--- src/rtl/control_sequencer.sv ---
// control_sequencer: microcode sequencer for the 8-bit bus CPU.
// Holds the T-step counter, opcode shadow, flags and halt latch, and drives a
// registered 16-bit control word that is decoded from the *next* step, opcode
// and flags so that ctrl and step always change on the same edge.
// Optional build macro: SEQ_EARLY_END_EN -- when defined, a step whose decoded
// word is empty (and is past fetch) is skipped by restarting at fetch T0.
module control_sequencer #(
  parameter int unsigned MAX_STEPS = 5,
  parameter int unsigned STEP_W    = 3
) (
  input  logic              system_clock,
  input  logic              clr,
  input  logic              step_en,
  input  logic [3:0]        bus_hi,
  input  logic              alu_carry,
  input  logic              alu_zero,
  output logic [15:0]       ctrl,
  output logic [STEP_W-1:0] step,
  output logic [1:0]        flags,
  output logic              halted
);

  localparam logic [15:0] C_HLT = 16'h8000;
  localparam logic [15:0] C_MI  = 16'h4000;
  localparam logic [15:0] C_RI  = 16'h2000;
  localparam logic [15:0] C_RO  = 16'h1000;
  localparam logic [15:0] C_IO  = 16'h0800;
  localparam logic [15:0] C_II  = 16'h0400;
  localparam logic [15:0] C_AI  = 16'h0200;
  localparam logic [15:0] C_AO  = 16'h0100;
  localparam logic [15:0] C_EO  = 16'h0080;
  localparam logic [15:0] C_SU  = 16'h0040;
  localparam logic [15:0] C_BI  = 16'h0020;
  localparam logic [15:0] C_OI  = 16'h0010;
  localparam logic [15:0] C_CE  = 16'h0008;
  localparam logic [15:0] C_CO  = 16'h0004;
  localparam logic [15:0] C_J   = 16'h0002;
  localparam logic [15:0] C_FI  = 16'h0001;

  localparam logic [15:0] W_FETCH0 = C_CO | C_MI;
  localparam logic [15:0] W_FETCH1 = C_RO | C_II | C_CE;

  localparam logic [STEP_W-1:0] LAST_STEP = STEP_W'(MAX_STEPS - 1);

  typedef enum logic [3:0] {
    OP_NOP = 4'h0,
    OP_LDA = 4'h1,
    OP_ADD = 4'h2,
    OP_SUB = 4'h3,
    OP_STA = 4'h4,
    OP_LDI = 4'h5,
    OP_JMP = 4'h6,
    OP_JC  = 4'h7,
    OP_JZ  = 4'h8,
    OP_OUT = 4'hE,
    OP_HLT = 4'hF
  } opcode_e;

  logic [STEP_W-1:0] step_q, step_d;
  logic [15:0]       ctrl_q, ctrl_d;
  logic [3:0]        op_q, op_d;
  logic [1:0]        flags_q, flags_d;
  logic              halted_q, halted_d;

  logic [STEP_W-1:0] step_nx;
  logic [15:0]       word_nx;
  logic [3:0]        op_nx;
  logic [1:0]        flags_nx;
  logic              advance;

  // Microcode ROM: control word for a given step, opcode and flags.
  function automatic logic [15:0] decode(input logic [31:0] s,
                                         input logic [3:0]  op,
                                         input logic [1:0]  fl);
    logic [15:0] w;
    w = '0;
    case (s)
      32'd0: w = W_FETCH0;
      32'd1: w = W_FETCH1;
      32'd2: begin
        case (op)
          OP_LDA, OP_ADD, OP_SUB, OP_STA: w = C_IO | C_MI;
          OP_LDI: w = C_IO | C_AI;
          OP_JMP: w = C_IO | C_J;
          OP_JC:  w = fl[1] ? (C_IO | C_J) : '0;
          OP_JZ:  w = fl[0] ? (C_IO | C_J) : '0;
          OP_OUT: w = C_AO | C_OI;
          OP_HLT: w = C_HLT;
          default: w = '0;
        endcase
      end
      32'd3: begin
        case (op)
          OP_LDA:         w = C_RO | C_AI;
          OP_ADD, OP_SUB: w = C_RO | C_BI;
          OP_STA:         w = C_AO | C_RI;
          default:        w = '0;
        endcase
      end
      32'd4: begin
        case (op)
          OP_ADD:  w = C_EO | C_AI | C_FI;
          OP_SUB:  w = C_EO | C_AI | C_SU | C_FI;
          default: w = '0;
        endcase
      end
      default: w = '0;
    endcase
    return w;
  endfunction

  // Next-state decode: the word is computed from next step/opcode/flags and
  // registered alongside step; everything holds unless stepping and not halted.
  always_comb begin
    op_nx    = ctrl_q[10] ? bus_hi : op_q;
    flags_nx = ctrl_q[0] ? {alu_carry, alu_zero} : flags_q;
    step_nx  = (step_q == LAST_STEP) ? '0 : step_q + STEP_W'(1);
    word_nx  = decode(32'(step_nx), op_nx, flags_nx);
`ifdef SEQ_EARLY_END_EN
    if ((word_nx == '0) && (step_nx >= STEP_W'(2))) begin
      step_nx = '0;
      word_nx = W_FETCH0;
    end
`endif
    advance  = step_en && !halted_q;

    step_d   = step_q;
    ctrl_d   = ctrl_q;
    op_d     = op_q;
    flags_d  = flags_q;
    halted_d = halted_q;
    if (advance) begin
      step_d   = step_nx;
      ctrl_d   = word_nx;
      op_d     = op_nx;
      flags_d  = flags_nx;
      halted_d = word_nx[15];
    end
  end

  // State registers with asynchronous clear back to fetch T0.
  always_ff @(posedge system_clock or posedge clr) begin
    if (clr) begin
      step_q   <= '0;
      ctrl_q   <= W_FETCH0;
      op_q     <= '0;
      flags_q  <= '0;
      halted_q <= 1'b0;
    end else begin
      step_q   <= step_d;
      ctrl_q   <= ctrl_d;
      op_q     <= op_d;
      flags_q  <= flags_d;
      halted_q <= halted_d;
    end
  end

  assign ctrl   = ctrl_q;
  assign step   = step_q;
  assign flags  = flags_q;
  assign halted = halted_q;

endmodule

--- config.mk ---
export PLATFORM = sky130hd
export DESIGN_NAME = control_sequencer
export DESIGN_NICKNAME = d
export VERILOG_FILES = /design/src/rtl/control_sequencer.sv
export SDC_FILE = /design/constraint.sdc
export NUM_CORES = 1
export LEC_CHECK = 0
export ABC_AREA = 1
export CAP_MARGIN = 5
export CELL_PAD_IN_SITES_DETAIL_PLACEMENT = 0
export CELL_PAD_IN_SITES_GLOBAL_PLACEMENT = 2
export CORE_MARGIN = 10
export CORE_UTILIZATION = 27
export DETAILED_ROUTE_END_ITERATION = 10
export PLACE_DENSITY_LB_ADDON = 0.1
export SKIP_LAST_GASP = 1
export SLEW_MARGIN = 15
export SYNTH_ARGS = -nofsm -noshare
export SYNTH_HDL_FRONTEND = slang
export SYNTH_SLANG_ARGS = --single-unit
--- constraint.sdc ---
create_clock -name system_clock -period 2.3 [get_ports system_clock]
set_clock_uncertainty 0.2 [all_clocks]
set_input_delay 0.23 -clock system_clock [delete_from_list [all_inputs] [get_ports system_clock]]
set_output_delay 0.23 -clock system_clock [all_outputs]
set_load 0.02 [all_outputs]
======== Word-level counts from Yosys, hierarchy flattened ========
Index checks and enable logic that the tools add are counted.
storage, ports and cells
  bits in registers ....................... 26
  input bits .............................. 9
  output and inout port bits .............. 22
cells by class
  add/subtract/negate cells ............... 1
  eq/ne operators ......................... 15
  multiplexer cells ....................... 9
  reductions and logical operators ........ 5
operators with widths
  cell                                                                    number
  16-bit one-hot mux with 7 select lines                                  1
  16-bit one-hot mux with 5 select lines                                  1
  14-bit one-hot mux with 3 select lines                                  1
  12-bit 2-to-1 mux                                                       2
  10-bit one-hot mux with 2 select lines                                  1
  4-bit by 3-bit equality test with 1-bit output (second input constant)  4
  4-bit equality test (second input constant)                             3
  4-bit by 2-bit equality test with 1-bit output (second input constant)  2
  3-bit by 2-bit equality test with 1-bit output (second input constant)  2
  3-bit equality test (second input constant)                             2
  4-bit by 1-bit equality test with 1-bit output (second input constant)  1
  4-bit 2-to-1 mux                                                        1
  4-bit OR reduction                                                      1
  3-bit by 1-bit adder with 3-bit output (second input constant)          1
  3-bit by 1-bit equality test with 1-bit output (second input constant)  1
  3-bit logical NOT                                                       1
  3-bit 2-to-1 mux                                                        1
  2-bit 2-to-1 mux                                                        1
  2-bit OR reduction                                                      1
  1-bit logical AND                                                       1
  1-bit logical NOT                                                       1

======== Longest topological paths before layout ========
  word-level depth ........................ 5
  depth in mapped cells ................... 11

======== Least setup slack after synthesis ========
No wires, ideal clock.
  path type ............................... reg-to-reg
  from .................................... reg step_q[0] (netlist: step[0])
  to ...................................... reg ctrl_q[8] (netlist: ctrl[8])
  setup time .............................. 0.125 ns
  arrival time ............................ 1.493 ns
  path slack .............................. 0.482 ns
  stages on the path, launching flop included .. 11
  buffers on the path ..................... 0
  period minus slack after synthesis ...... 1.818 ns
  cell sequence ........................... dfrtp_1 > inv_1 > ha_1 > nor2_1 > nand2_1 > o21ai_2 > inv_1 > nand4_1 > nand2_1 > nand2_1 > nand3_2
between the ends
  word-level cells in the longest chain between the ends .. 4
ends and longest elaborated chain
  what                                                                                  RTL line  RTL
  start: declaration                                                                    59        logic [STEP_W-1:0] step_q, step_d;
  start signal: assignment                                                              150       step_q <= step_d;
  3-bit by 1-bit adder with 3-bit output / 3-bit equality test (equally long branches)  117       step_nx = (step_q == LAST_STEP) ? '0 : step_q + STEP_W'(1);
  3-bit 2-to-1 mux *                                                                    117
  3-bit equality test (tied with other cells)                                           77        case (s)
  16-bit one-hot mux with 5 select lines *                                              77
  end signal: assignment                                                                151       ctrl_q <= ctrl_d;
  end: declaration                                                                      60        logic [15:0] ctrl_q, ctrl_d;
Every way passes the cells marked *; elsewhere a longest branch is shown, timed or not.
A chain may end at the register's enable or synchronous reset.

======== Worst setup path after layout ========
  from .................................... reg ctrl_q[10] (netlist: ctrl[10])
  to ...................................... out ctrl[10]
RTL lines
  what              RTL line  RTL
  end: declaration  17        output logic [15:0] ctrl,
No word-level cell between the ends.

==> results.md <==
- Share of layout cells above drive strength 1: 0.164
- 1st-pass router iterations: 4
- Synth area leader: dfrtp_1
- WS Path Type: flip-flop to output port
- RSZ-0062 raised after global routing: no
- Final wirelength: 3.54 mm
- Post-synthesis simple-gate area fraction: 0.387
- Family with the most delay on the worst path: buffers and inverters
- Synth Cell Area: roughly 0.0014 mm²
- Post-Synth XOR/XNOR Area: 0
- Residual DRC count: 0
- Synth top area cells: dfrtp_1 39%, nand2_1 18%, inv_1 5.0%, o21ai_0 4.8%, nand2_2 4.6%
- Cell-internal power: 551 µW
- Minimum clock period: 2060 ps
- Clock Tree Buf Depth: 2
- CP max FO: 10
- DRT iter0 DRCs: 59
- Ys async rst share: 1.00
- Combinational Power Share: 0.086
- Clk Latency, worst-skew pair: 270 ps
- CTS tree: done
- Tot GR Track Use: 0.0885
- Grt total ovfl: 0
- Die height: around 90 µm
- Worst slew margin: 0.673
- CP peak stage delay: 710 ps
- Via count: 1199
- Max-capacitance violation count: 0
- Slew @ Worst Pin: 490 ps
- Register share of total power: 0.558
- Worst-case reg-to-reg path depth: 6
- CP bufs+invs: 1
- Die area: approximately 0.0083 mm²
- Leakage Power: about 0.00088 µW
- Final setup fails: 0
- CTS Sinks: 23
- Startpoint types: flip-flop
- Mean Syn Cell Area: about 7.4 µm²
- Post-route ant nets: 0
- Nets: 226
- Final Hold Viols: 0
- PostCTS Resize Cnt: 0
- First-pass GRT wire length: 6.11 mm
- Cells along the critical path: clkdlybuf4s50_1
- Maximum vdd drop: 0.296 mV
- Adder-cell area share of the yosys netlist: 0.0183
- R2r startpoint: step[0]$_DFFE_PP0P_
- Synth top area share: 0.385
- Number of setup buffers added after CTS: 0
- CTS root buffer: clkbuf_8
- Net Count, Synth: 195
- CTS Buf Count: 3
- DR vias/cell: 4.27
- Cell Pwr Density: 409 mW/mm²
- Largest family of logic cells by synthesized area: simple AND/OR/NAND/NOR gates
- Final setup TNS: 0 ps
- Switching share of power: 0.239
- Post-synth EDFFs: 0
- Clock transition at path regs: ~90 ps
- Pins Over Slew Limit: 0
- Warnings from Yosys: 0
- Seq cells post-synth: 23
- H-tree levels: 1
- Synth Instances: 184
- Drt wl/cell: ~13 µm
- Antenna diode count: 0
- Crit path arrival time: 1630 ps
- Crit. End Element: output port
- Final HPWL DP: between 2 and 3 mm
- Switching power: about 170 µW
- Placement Rows: 25
- Main synth FF type: dfrtp_1
- Final period utilization: 0.896
- Synthesis-to-finish area growth: 29.9%
- Status: finished, final reports clean
- Post-synth cell types: 24
- Reg2reg setup slack: 280 ps
- Core footprint: 0.00482 mm²
- CTS Hold Buffers Added: 0
- GPL Wtd Cong: ~0.79
- Register area share after synthesis: 0.424
- Vias in the first global route: 1237
- Largest net degree at the start of global routing: 24
- Slowest CP cell: clkdlybuf4s50_1
- I/O Buffers: 30
- Reg-to-Reg End: ctrl[13]$_DFFE_PP0P_
- Fmax: 485 MHz
- Initial Util: 0.283
- Min-delay worst type: input pin to asynchronous set/reset pin
- # IOs: 31
- Compound-gate portion of the synthesized area: 0.0688
- Clock power frac: 0.356
- Req. time, crit path: approximately 1900 ps
- Die Span X: 91.1 µm
- Multiplexer share of the synthesized area: 0
- Antenna violations before repair: 0
- Worst hold slack: just under 100 ps
-- layout by cell type, fill, tap and decap left out --
master / synthesis / final
o21ai_1: 4 / 4
nor2_2: 3 / 3
inv_1: 18 / 18
nand2_2: 10 / 10
nand3_1: 9 / 9
nor3_1: 3 / 3
dfstp_2: 2 / 2
o21ai_2: 1 / 1
nor2_1: 9 / 9
clkinv_2: 0 / 1
nor3_2: 1 / 1
clkinv_1: 1 / 1
clkdlybuf4s50_1: 0 / 30
inv_8: 1 / 1
o21ai_0: 13 / 13
ha_1: 2 / 2
nand4_1: 3 / 3
dfrtp_1: 21 / 21
buf_4: 3 / 3
nand2_1: 66 / 66
nand2_4: 3 / 3
inv_2: 3 / 3
nor2_4: 2 / 2
nand3_2: 2 / 2
clkbuf_8: 0 / 3
-- area by class of cell --
class	count	area, µm²
Clock buffer	3	41.3
Tap cell	67	83.8
Multi-Input combinational cell	131	647
Fill cell	538	3050
Timing Repair Buffer	33	323
Clock inverter	1	5.00
Inverter	23	93.8
Sequential cell	23	578
-- synth_stat cells, types with 3 or more instances --
| master | instances |
|---|---|
| buf_4 | 3 |
| nand2_2 | 10 |
| nor2_2 | 3 |
| o21ai_1 | 4 |
| inv_1 | 18 |
| nor2_1 | 9 |
| inv_2 | 3 |
| nand2_1 | 66 |
| clkbuf_1 | 3 |
| nor3_1 | 3 |
| nand2_4 | 3 |
| dfrtp_1 | 21 |
| nand3_1 | 9 |
| nand4_1 | 3 |
| o21ai_0 | 13 |
-- routing by layer --
layer / up-vias / routed length, µm / global-route usage
met3: 2 / 199 / 0.0321
met1: 544 / 1720 / 0.111
met4: 0 / 17 / 0.0117
met2: 25 / 1610 / 0.144
li1: 628 / - / -
met5: - / 0 / 0
-- worst max-delay path by stage --
stage | from | endpoint | slack (ps) | depth (start not counted)
finish | ctrl[10]$_DFFE_PP0P_ | ctrl[10] | 240 | 1
global route | step[0]$_DFFE_PP0P_ | ctrl[13]$_DFFE_PP0P_ | 160 | 7
CTS | ctrl[10]$_DFFE_PP0P_ | ctrl[10] | 210 | 1
detailed placement | step[0]$_DFFE_PP0P_ | ctrl[13]$_DFFE_PP0P_ | 310 | 6
global placement | step_en | ctrl[14]$_DFFE_PP1P_ | 340 | 7
floorplan | step[0]$_DFFE_PP0P_ | ctrl[8]$_DFFE_PP0P_ | 480 | 10
-- through the flow --
step	total power, µW	std cells	area, µm²	util	setup slack (ps)
after detailed placement	476	277	1730	0.358	310
final	724	281	1770	0.368	239
after CTS	742	281	1770	0.368	210
after floorplan	451	184	1360	-	482
after global routing	763	281	1770	0.368	160
after global placement	475	277	1730	0.358	340
-- sequential cells by signal, indices dropped and copies added, names as in the netlist --
register  flops
ctrl         14
op_q          4
step          3
flags         2
-- kinds of logic after synthesis --
family | count (synthesis)
adders and majority gates | 2
AOI/OAI and AO/OA | 18
and+or+nand+nor | 111
buffers and inverters | 30
DFF | 23
-- power by group through the flow --
stage	clock (µW)	combinational [µW]	sequential [µW]
6_report	258	62.1	404
2_1_floorplan	0	39.4	412
5_1_grt	287	71.3	404
3_5_place_dp	0	63.9	412
3_3_place_gp	0	63.4	412
4_1_cts	273	64.1	404
No activity file was read; power rests on OpenSTA's default activity.
